File: config.mk
export PLATFORM = sky130hd
export DESIGN_NAME = rf_wb_arbiter
export DESIGN_NICKNAME = d
export VERILOG_FILES = /design/src/rtl/rf_wb_arbiter.sv
export SDC_FILE = /design/constraint.sdc
export NUM_CORES = 1
export LEC_CHECK = 0
export CAP_MARGIN = 5
export CORE_UTILIZATION = 40
export CTS_BUF_LIST = sky130_fd_sc_hd__clkbuf_16
export DETAILED_ROUTE_END_ITERATION = 8
export HOLD_SLACK_MARGIN = 0.12
export PLACE_DENSITY = 0.78
export SYNTH_ARGS = -nofsm -noshare
export SYNTH_HDL_FRONTEND = slang
export SYNTH_SLANG_ARGS = --single-unit
export TNS_END_PERCENT = 1
File: constraint.sdc
create_clock -name clk -period 3.3 [get_ports clk]
set_input_delay 0.66 -clock clk [delete_from_list [all_inputs] [get_ports clk]]
set_output_delay 0.66 -clock clk [all_outputs]
set_load 0.02 [all_outputs]
File: src/rtl/rf_wb_arbiter.sv
// ============================================================================
// Module      : rf_wb_arbiter
// Description : Shares the single register-file write port between the
//               in-order pipeline writeback (port A) and a buffered
//               long-latency result stream (port B). A starvation counter
//               bounds how long the port-B FIFO head can lose to port A. A
//               per-register busy scoreboard lets decode stall RAW/WAW
//               hazards on registers still owned by the long-latency unit.
// Config      : RF_WB_BYPASS_EN - when defined, adds byp_hit1/byp_hit2/
//               byp_data forwarding outputs and masks hz_rsN in the cycle a
//               port-B commit writes chk_rsN.
// Ports       : clk, rst_n (async active-low)
//               a_valid/a_rd/a_wdata -> a_stall     pipeline writeback
//               b_valid/b_rd/b_wdata -> b_ready     long-latency results
//               sb_set/sb_rd                        issue-time busy set
//               chk_rs1/chk_rs2/chk_rd -> hz_rs1/hz_rs2/hz_rd
//               rf_en/rf_rd/rf_wdata                register-file write port
// Revision    : 1.0 - initial release
// ============================================================================
`default_nettype none

module rf_wb_arbiter #(
  parameter int XLEN     = 32,
  parameter int DEPTH    = 2,
  parameter int MAX_WAIT = 3
) (
  input  logic            clk,
  input  logic            rst_n,
  input  logic            a_valid,
  input  logic [4:0]      a_rd,
  input  logic [XLEN-1:0] a_wdata,
  output logic            a_stall,
  input  logic            b_valid,
  output logic            b_ready,
  input  logic [4:0]      b_rd,
  input  logic [XLEN-1:0] b_wdata,
  input  logic            sb_set,
  input  logic [4:0]      sb_rd,
  input  logic [4:0]      chk_rs1,
  input  logic [4:0]      chk_rs2,
  input  logic [4:0]      chk_rd,
  output logic            hz_rs1,
  output logic            hz_rs2,
  output logic            hz_rd,
  output logic            rf_en,
  output logic [4:0]      rf_rd,
  output logic [XLEN-1:0] rf_wdata
`ifdef RF_WB_BYPASS_EN
  ,
  output logic            byp_hit1,
  output logic            byp_hit2,
  output logic [XLEN-1:0] byp_data
`endif
);

  localparam int AW = (DEPTH > 1) ? $clog2(DEPTH) : 1;
  localparam int CW = AW + 1;
  localparam int WW = (MAX_WAIT > 0) ? $clog2(MAX_WAIT + 1) : 1;

  // FIFO storage (data path only, no reset needed)
  logic [4:0]      r_rd_mem   [DEPTH];
  logic [XLEN-1:0] r_data_mem [DEPTH];

  logic [AW-1:0] r_wr_ptr;
  logic [AW-1:0] r_rd_ptr;
  logic [CW-1:0] r_count;
  logic          r_b_ready;
  logic [WW-1:0] r_wait;
  logic [31:0]   r_busy;

  logic            w_a_eff;
  logic            w_nonempty;
  logic            w_grant_a;
  logic            w_grant_b;
  logic            w_push;
  logic [4:0]      w_head_rd;
  logic [XLEN-1:0] w_head_data;
  logic [CW-1:0]   w_count_nxt;
  logic [31:0]     w_busy_nxt;

  // Gating with rst_n keeps the write port quiet while reset is asserted,
  // since port A is otherwise purely combinational. x0 writes are dropped.
  assign w_a_eff     = rst_n && a_valid && (a_rd != 5'd0);
  assign w_nonempty  = (r_count != '0);
  assign w_head_rd   = r_rd_mem[r_rd_ptr];
  assign w_head_data = r_data_mem[r_rd_ptr];

  assign w_grant_b = w_nonempty && (!w_a_eff || (r_wait == WW'(MAX_WAIT)));
  assign w_grant_a = w_a_eff && !w_grant_b;
  assign a_stall   = w_a_eff && w_grant_b;

  assign b_ready     = r_b_ready;
  assign w_push      = b_valid && r_b_ready;
  assign w_count_nxt = r_count + CW'(w_push) - CW'(w_grant_b);

  always_comb begin
    rf_en    = 1'b0;
    rf_rd    = 5'd0;
    rf_wdata = '0;
    if (w_grant_b) begin
      rf_en    = (w_head_rd != 5'd0);
      rf_rd    = w_head_rd;
      rf_wdata = w_head_data;
    end else if (w_grant_a) begin
      rf_en    = 1'b1;
      rf_rd    = a_rd;
      rf_wdata = a_wdata;
    end
  end

  // Clear first, then set, so a same-cycle set on the committing rd wins.
  always_comb begin
    w_busy_nxt = r_busy;
    if (w_grant_b) begin
      w_busy_nxt[w_head_rd] = 1'b0;
    end
    if (sb_set) begin
      w_busy_nxt[sb_rd] = 1'b1;
    end
    w_busy_nxt[0] = 1'b0;
  end

  always_ff @(posedge clk) begin
    if (w_push) begin
      r_rd_mem[r_wr_ptr]   <= b_rd;
      r_data_mem[r_wr_ptr] <= b_wdata;
    end
  end

  always_ff @(posedge clk or negedge rst_n) begin
    if (!rst_n) begin
      r_wr_ptr  <= '0;
      r_rd_ptr  <= '0;
      r_count   <= '0;
      r_b_ready <= 1'b0;
      r_wait    <= '0;
      r_busy    <= '0;
    end else begin
      if (w_push) begin
        r_wr_ptr <= r_wr_ptr + AW'(1);
      end
      if (w_grant_b) begin
        r_rd_ptr <= r_rd_ptr + AW'(1);
      end
      r_count   <= w_count_nxt;
      // Registered full flag: no push/pop pass-through when full.
      r_b_ready <= (w_count_nxt != CW'(DEPTH));
      if (!w_nonempty || w_grant_b) begin
        r_wait <= '0;
      end else if (r_wait != WW'(MAX_WAIT)) begin
        r_wait <= r_wait + WW'(1);
      end
      r_busy <= w_busy_nxt;
    end
  end

`ifdef RF_WB_BYPASS_EN
  logic w_commit_rs1;
  logic w_commit_rs2;

  assign w_commit_rs1 = w_grant_b && (w_head_rd == chk_rs1);
  assign w_commit_rs2 = w_grant_b && (w_head_rd == chk_rs2);
  assign hz_rs1       = r_busy[chk_rs1] && !w_commit_rs1;
  assign hz_rs2       = r_busy[chk_rs2] && !w_commit_rs2;
  assign byp_hit1     = rf_en && (rf_rd == chk_rs1);
  assign byp_hit2     = rf_en && (rf_rd == chk_rs2);
  assign byp_data     = rf_wdata;
`else
  assign hz_rs1 = r_busy[chk_rs1];
  assign hz_rs2 = r_busy[chk_rs2];
`endif
  assign hz_rd = r_busy[chk_rd];

endmodule

`default_nettype wire

==> flow_metrics.tcl, run 1 <==
set metrics [dict create \
    slowest_stage "clkdlybuf4s50_1" \
    die_area_mm2 0.0150 \
    end_kind "output port" \
    wl_per_cell_um 19.4 \
    required_ns 2.64 \
    finalPower_w 0.00587 \
    tightestPinTransition_ns 0.933 \
    yosys-top-cells-area "edfxtp_1, dfrtp_1, mux2i_1, o2bb2ai_1, mux4_2" \
    syn_inst 448 \
    fin_nets 699 \
    port_buffers 141 \
    synthesis.area_mm2 0.00580 \
    fin_ws_ns 0.128 \
    finalSetupViolCount 0 \
    setup-tns-final_ns 0 \
    h-tree-depth 3 \
    dr.first_iter.drc_count 423 \
    synth-edff-count 74 \
    synth_top_area_share_pct 38.3 \
    grt.total_usage_pct 20.8 \
    route.detailed.drc 0 \
    synth.avg_cell_area_um2 12.9 \
    clk_path_buf_depth 2 \
    die_w_um 122 \
    dp_slack_ns -0.124 \
    place_congestion 0.870 \
    cts-root-buf "clkbuf_16" \
    synthFlopType "edfxtp_1" \
    hold_viol 0 \
    antenna_found_initial 0 \
    grt_pass1_wl_mm 23.6 \
    drive_above_1_share_pct 11.1 \
    whs_ns 0.434 \
    rsz0062_at_grt "no" \
    yosysTopAreaCell "edfxtp_1" \
    min_period_ns 3.17 \
    initial_core_util_pct 41.4 \
    cts_sinks 112 \
    yosysMostFrequentCell "edfxtp_1" \
    hold_class "primary input to asynchronous set/reset pin" \
    cts_hold_buf 0 \
    crit_fanout 3 \
    rows 43 \
    rrSetupSlack_ns 0.93 \
    vias_per_cell 5.78 \
    synth_cell_types 50 \
    arrival_ns 2.51 \
    outcome "finished clean" \
    ys_seq_area_share_pct 54.7 \
    numCtsBuffers 9 \
    ys_seq_elements 112 \
    cts_tree "done" \
    area_delta_synth_final_pct 34.6 \
    max_stage_delay_ns 0.58 \
    ir_drop_v 0.000407 \
    vias 4525 \
    crit_type "primary input to output port" \
    ys_async_sr_fraction_pct 33.9 \
    yosys_warnings 0 \
    clk_pin_slew_ns 0.07 \
    slew_headroom_pct 37.5 \
    n_fill_cell 1174 \
    wl_mm 15.2 \
    ys_top_cells_by_count "edfxtp_1, mux2i_1, dfrtp_1" \
    grt_overflow_total 0 \
    hpwl_mm 11.4 \
    io_pins 142 \
    finalCritPeriodShare_pct 96.1 \
    slew_viol_final 0 \
    p_leak_nw 2.95 \
    die_y_um 122 \
    power_density_mw_per_mm2 752 \
    antennaDiodeCount 0 \
    syn-num-nets 549 \
    core_area_mm2 0.0140 \
    drtAntennaViolNets 0 \
    grt_pass1_vias 4537 \
    insertion_delay_ns 0.34 \
    clock_skew_ns 0.00819 \
    drtPass1Iterations 4 \
    drv_cap 0 \
    critPathLaunchType "primary input" \
    max_freq_mhz 315 \
    final_util_pct 55.8 \
    worstPathCellList "clkdlybuf4s50_1 > mux4_2 > nand2b_1 > o2111ai_1 > nand4_1 > dlygate4sd2_1" \
    grt_max_degree 39 \
]
-- report_power, final --
group / total [W] / switching [W] / internal, W / leakage (nW)
combinational: 0.00242 / 0.00137 / 0.00106 / 1.65
sequential: 0.00230 / 0.000347 / 0.00196 / 1.15
clock: 0.00114 / 0.000478 / 0.000660 / 0.156
-- area by class of cell --
cell class | instances | area (µm²) | area share (%)
clock buffer | 9 | 225 | 2.89
clock inverter | 7 | 87.6 | 1.12
inverter | 3 | 11.3 | 0.144
multi-input combinational | 305 | 2470 | 31.6
sequential | 112 | 3170 | 40.7
tap | 180 | 225 | 2.89
timing repair buffer | 167 | 1610 | 20.7
-- flip-flops by register name, indices dropped and copies added, names as in the netlist --
name / cells
r_wait: 2
r_data_mem: 64
r_rd_mem: 10
r_wr_ptr: 1
r_busy: 31
b_ready: 1
r_count: 2
r_rd_ptr: 1
-- repair_timing --
| action | CTS | global route |
|---|---|---|
| setup buffers | 0 | 0 |
| endpoints found under the setup margin | 42 | 0 |
| resized for setup | 42 | 0 |
-- worst paths after layout --
kind                                 start  depth (start not counted)    endpoint
worst max-delay path            chk_rs1[0]                          6      hz_rs1
worst max register to register  r_count[1]                          8  r_count[1]
worst min-delay path                 rst_n                          2   r_busy[3]
min in group clk                 r_wait[0]                          1   r_wait[0]
max in group asynchronous            rst_n                          2    r_rd_ptr
worst min register to register   r_wait[0]                          1   r_wait[0]
-- cell usage in the layout, fill, tap and decap left out, drive strengths merged, types with 2 or more instances in the layout --
cell type | synthesis | final
a21oi | 12 | 12
nand3b | 6 | 6
ha | 2 | 2
nor3b | 6 | 6
dlygate4sd2 | 0 | 42
nor2 | 15 | 15
o41ai | 9 | 9
nor3 | 4 | 4
and2 | 2 | 2
nand2 | 7 | 7
mux2i | 63 | 63
o211ai | 4 | 4
o21ai | 42 | 42
and3 | 2 | 2
nand2b | 6 | 6
inv | 3 | 6
xnor2 | 4 | 4
dfrtp | 38 | 38
a211oi | 4 | 4
clkbuf | 6 | 9
and3b | 5 | 5
or3b | 2 | 2
mux4 | 9 | 9
nand3 | 14 | 14
edfxtp | 74 | 74
clkdlybuf4s50 | 0 | 98
o31ai | 23 | 23
o2111ai | 3 | 3
bufinv | 0 | 2
nand4 | 3 | 3
buf | 22 | 27
nor2b | 7 | 7
a22oi | 6 | 6
o2bb2ai | 37 | 37
-- worst max-delay path: cells and delay by family --
family | cells | cell delay [ns]
buffers and inverters | 2 | 0.92
AOI/OAI and AO/OA | 1 | 0.11
muxes | 1 | 0.53
and+or+nand+nor | 2 | 0.29
-- stage by stage --
step | cell area, µm² | instances
4_1_cts | 7800 | 783
5_1_grt | 7800 | 783
3_3_place_gp | 7540 | 767
6_report | 7800 | 783
3_5_place_dp | 7540 | 767
2_1_floorplan | 5800 | 448
-- per-layer routing --
| layer | GRT usage (%) | share of wire, % |
|---|---|---|
| met1 | 26.8 | 42 |
| met2 | 34.4 | 48 |
| met3 | 4.55 | 7.5 |
| met4 | 7.39 | 2.4 |
| met5 | 0 | 0 |
-- cells by family (layout without fill, tap and decap cells) --
| logic type | after synthesis | in the layout | share of synthesized area [%] |
|---|---|---|---|
| AND/OR/NAND/NOR | 84 | 84 | 8.70 |
| multiplexers | 73 | 73 | 14.8 |
| buffers and inverters | 31 | 186 | 2.96 |
| XOR/XNOR | 4 | 4 | 0.604 |
| flip-flops | 112 | 112 | 54.7 |
| AO/OA/AOI/OAI | 142 | 142 | 17.8 |
| adder cells (fa/ha/maj) | 2 | 2 | 0.432 |
Power figures use the tool's default switching activity.
==> run 2, diff against run 1 <==
Settings changed: SKIP_LAST_GASP set to 1.
==> run 2 against run 1 <==
  * Combinational power up 7%
  * Largest power group unchanged
  * Total power increased by 2.7%
  * The run now ends with negative setup slack left
  * Setup slack worse by 0.27 ns
  * Largest cell class unchanged
  * Clock power hardly changed
  * Non-clock buffer count increased by 1
  * Via count increased by 0.95%
  * Utilization is 0.44 points higher
  * Critical path depth grew 2
  * Register-to-register slack about the same
  * Worst hold slack gained 0.0024 ns
  * Sequential power is essentially flat
==> flow_metrics.tcl, run 2 (same netlist as run 1, synthesis figures left out) <==
set metrics [dict create \
    r2r_cells 8 \
    antenna_found_initial 0 \
    clk_path_buf_depth 2 \
    top_register "r_data_mem" \
    crit_type "primary input to output port" \
    finalSetupViolCount 39 \
    reg_top3 "r_data_mem (64), r_busy (31), r_rd_mem (10)" \
    numCtsBuffers 9 \
    max_freq_mhz 291 \
    die_area_mm2 0.0150 \
    vias_per_cell 5.83 \
    ir_drop_v 0.000432 \
    port_buffers 141 \
    core_area_mm2 0.0140 \
    cts_hold_buf 0 \
    worstPathCellList "clkdlybuf4s50_1 > nor3_2 > a21o_1 > buf_4 > a21oi_4 > buf_12 > o2bb2ai_1 > clkdlybuf4s50_1" \
    die_y_um 122 \
    fin_nets 700 \
    instances_no_fill 784 \
    drtAntennaViolNets 0 \
    drv_cap 0 \
    end_kind "output port" \
    vias 4568 \
    multi_input_area_mm2 0.00247 \
    rows 43 \
    insertion_delay_ns 0.35 \
    cts_sinks 112 \
    largest_reg_flops 64 \
    clock_skew_ns 0.00672 \
    power_density_mw_per_mm2 766 \
    die_w_um 122 \
    grt_overflow_total 0 \
    grt_max_degree 39 \
    min_period_ns 3.44 \
    hold_viol 0 \
    outcome "finished, violations left" \
    crit_top_cell "clkdlybuf4s50_1" \
    crit_end "rf_wdata[29]" \
    hpwl_mm 11.4 \
    rsz0062_at_grt "yes" \
    critical_path_buf_inv_count 4 \
    area_delta_synth_final_pct 35.7 \
    wl_mm 15.2 \
    timing.rr.start "r_count[1]" \
    place_congestion 0.870 \
    tightestPinTransition_ns 0.945 \
    finalCritPeriodShare_pct 104 \
    whs_ns 0.437 \
    cp.depth 8 \
    max_stage_delay_ns 0.63 \
    arrival_ns 2.78 \
    most-common-layout-cells "clkdlybuf4s50_1, edfxtp_1, mux2i_1" \
    route.detailed.drc 0 \
    clk_pin_slew_ns 0.07 \
    dr.first_iter.drc_count 361 \
    fin_ws_ns -0.139 \
    grt_pass1_wl_mm 23.6 \
    crit_family "buffers and inverters" \
    cts_tree "done" \
    dp.cells 767 \
    critPathLaunch "a_rd[3]" \
    h-tree-depth 3 \
    io_pins 142 \
    cts-root-buf "clkbuf_16" \
    antennaDiodeCount 0 \
    seq_area_mm2 0.00317 \
    crit_fanout 27 \
    layout_commonest_cell "clkdlybuf4s50_1" \
    p_leak_nw 2.88 \
    slew_headroom_pct 36.8 \
    grt_pass1_vias 4557 \
    slowest_stage "clkdlybuf4s50_1" \
    r2r-end "r_count[1]" \
    rrSetupSlack_ns 0.92 \
    drtPass1Iterations 5 \
    hold_class "primary input to asynchronous set/reset pin" \
    grt.total_usage_pct 20.8 \
    n_fill_cell 1146 \
    slew_viol_final 0 \
    critPathLaunchType "primary input" \
    drive_above_1_share_pct 11.3 \
    wl_per_cell_um 19.4 \
    initial_core_util_pct 41.4 \
    setup-tns-final_ns -4.27 \
    violations "negative setup slack" \
    required_ns 2.64 \
]
run 2: worst reg2reg max path, delay by kind of cell (launching register included):
family                     cells  cell delay, ns
AOI/OAI and AO/OA              1            0.15
xor gates and xnor gates       2            0.27
adders and majority gates      1            0.19
buffers and inverters          1            0.19
DFF                            1            0.38
and+or+nand+nor                3            1.11
run 2: stage by stage:
step / area [µm²] / utilization, % / worst slack, ns / power [W]
after floorplan: 5800 / - / 0.559 / 0.00383
after global placement: 7540 / 53.9 / -0.0848 / 0.00482
after detailed placement: 7540 / 53.9 / -0.124 / 0.00491
after CTS: 7850 / 56.1 / -0.130 / 0.00604
after global routing: 7860 / 56.2 / -0.193 / 0.00631
final: 7860 / 56.2 / -0.139 / 0.00602
run 2: power breakdown:
part           total [W]  internal [W]  switching (W)  leakage, nW
combinational    0.00259       0.00121        0.00138         1.57
sequential       0.00230       0.00196       0.000346         1.15
clock            0.00114      0.000660       0.000477        0.156
total            0.00602       0.00382        0.00220         2.88
run 2: how the worst min path moves through the flow:
stage / from / to / depth (start not counted)
after global routing: rst_n / r_busy[3] / 2
after CTS: rst_n / r_busy[2] / 2
final: rst_n / r_busy[14] / 2
after global placement: r_wait[0] / r_wait[0] / 1
after floorplan: rst_n / b_ready / 0
after detailed placement: r_wait[0] / r_wait[0] / 1
run 2: layout make-up:
| type | instances | share of cell area (%) |
|---|---|---|
| multi-input cells | 305 | 31.4 |
| clock inverters | 7 | 1.11 |
| inverters | 3 | 0.143 |
| clock buffers | 9 | 2.86 |
| well taps | 180 | 2.86 |
| flip-flops and latches | 112 | 40.4 |
| repair buffers | 168 | 21.3 |
run 2: metal layers:
metal  vias to the layer above  wire length, µm  GRT usage [%]
met3                        23             1110           4.46
met4                         0              354           8.00
met2                       204             7330           34.1
met1                      2233             6440           26.9
li1                       2108                -              -
met5                         -                0              0
run 2: what timing repair did:
| action | in CTS | in global routing |
|---|---|---|
| setup buffers | 0 | 1 |
| gates resized for setup | 1 | 1 |
| endpoints found under the hold margin | 0 | 0 |
| setup endpoints to repair | 42 | 41 |
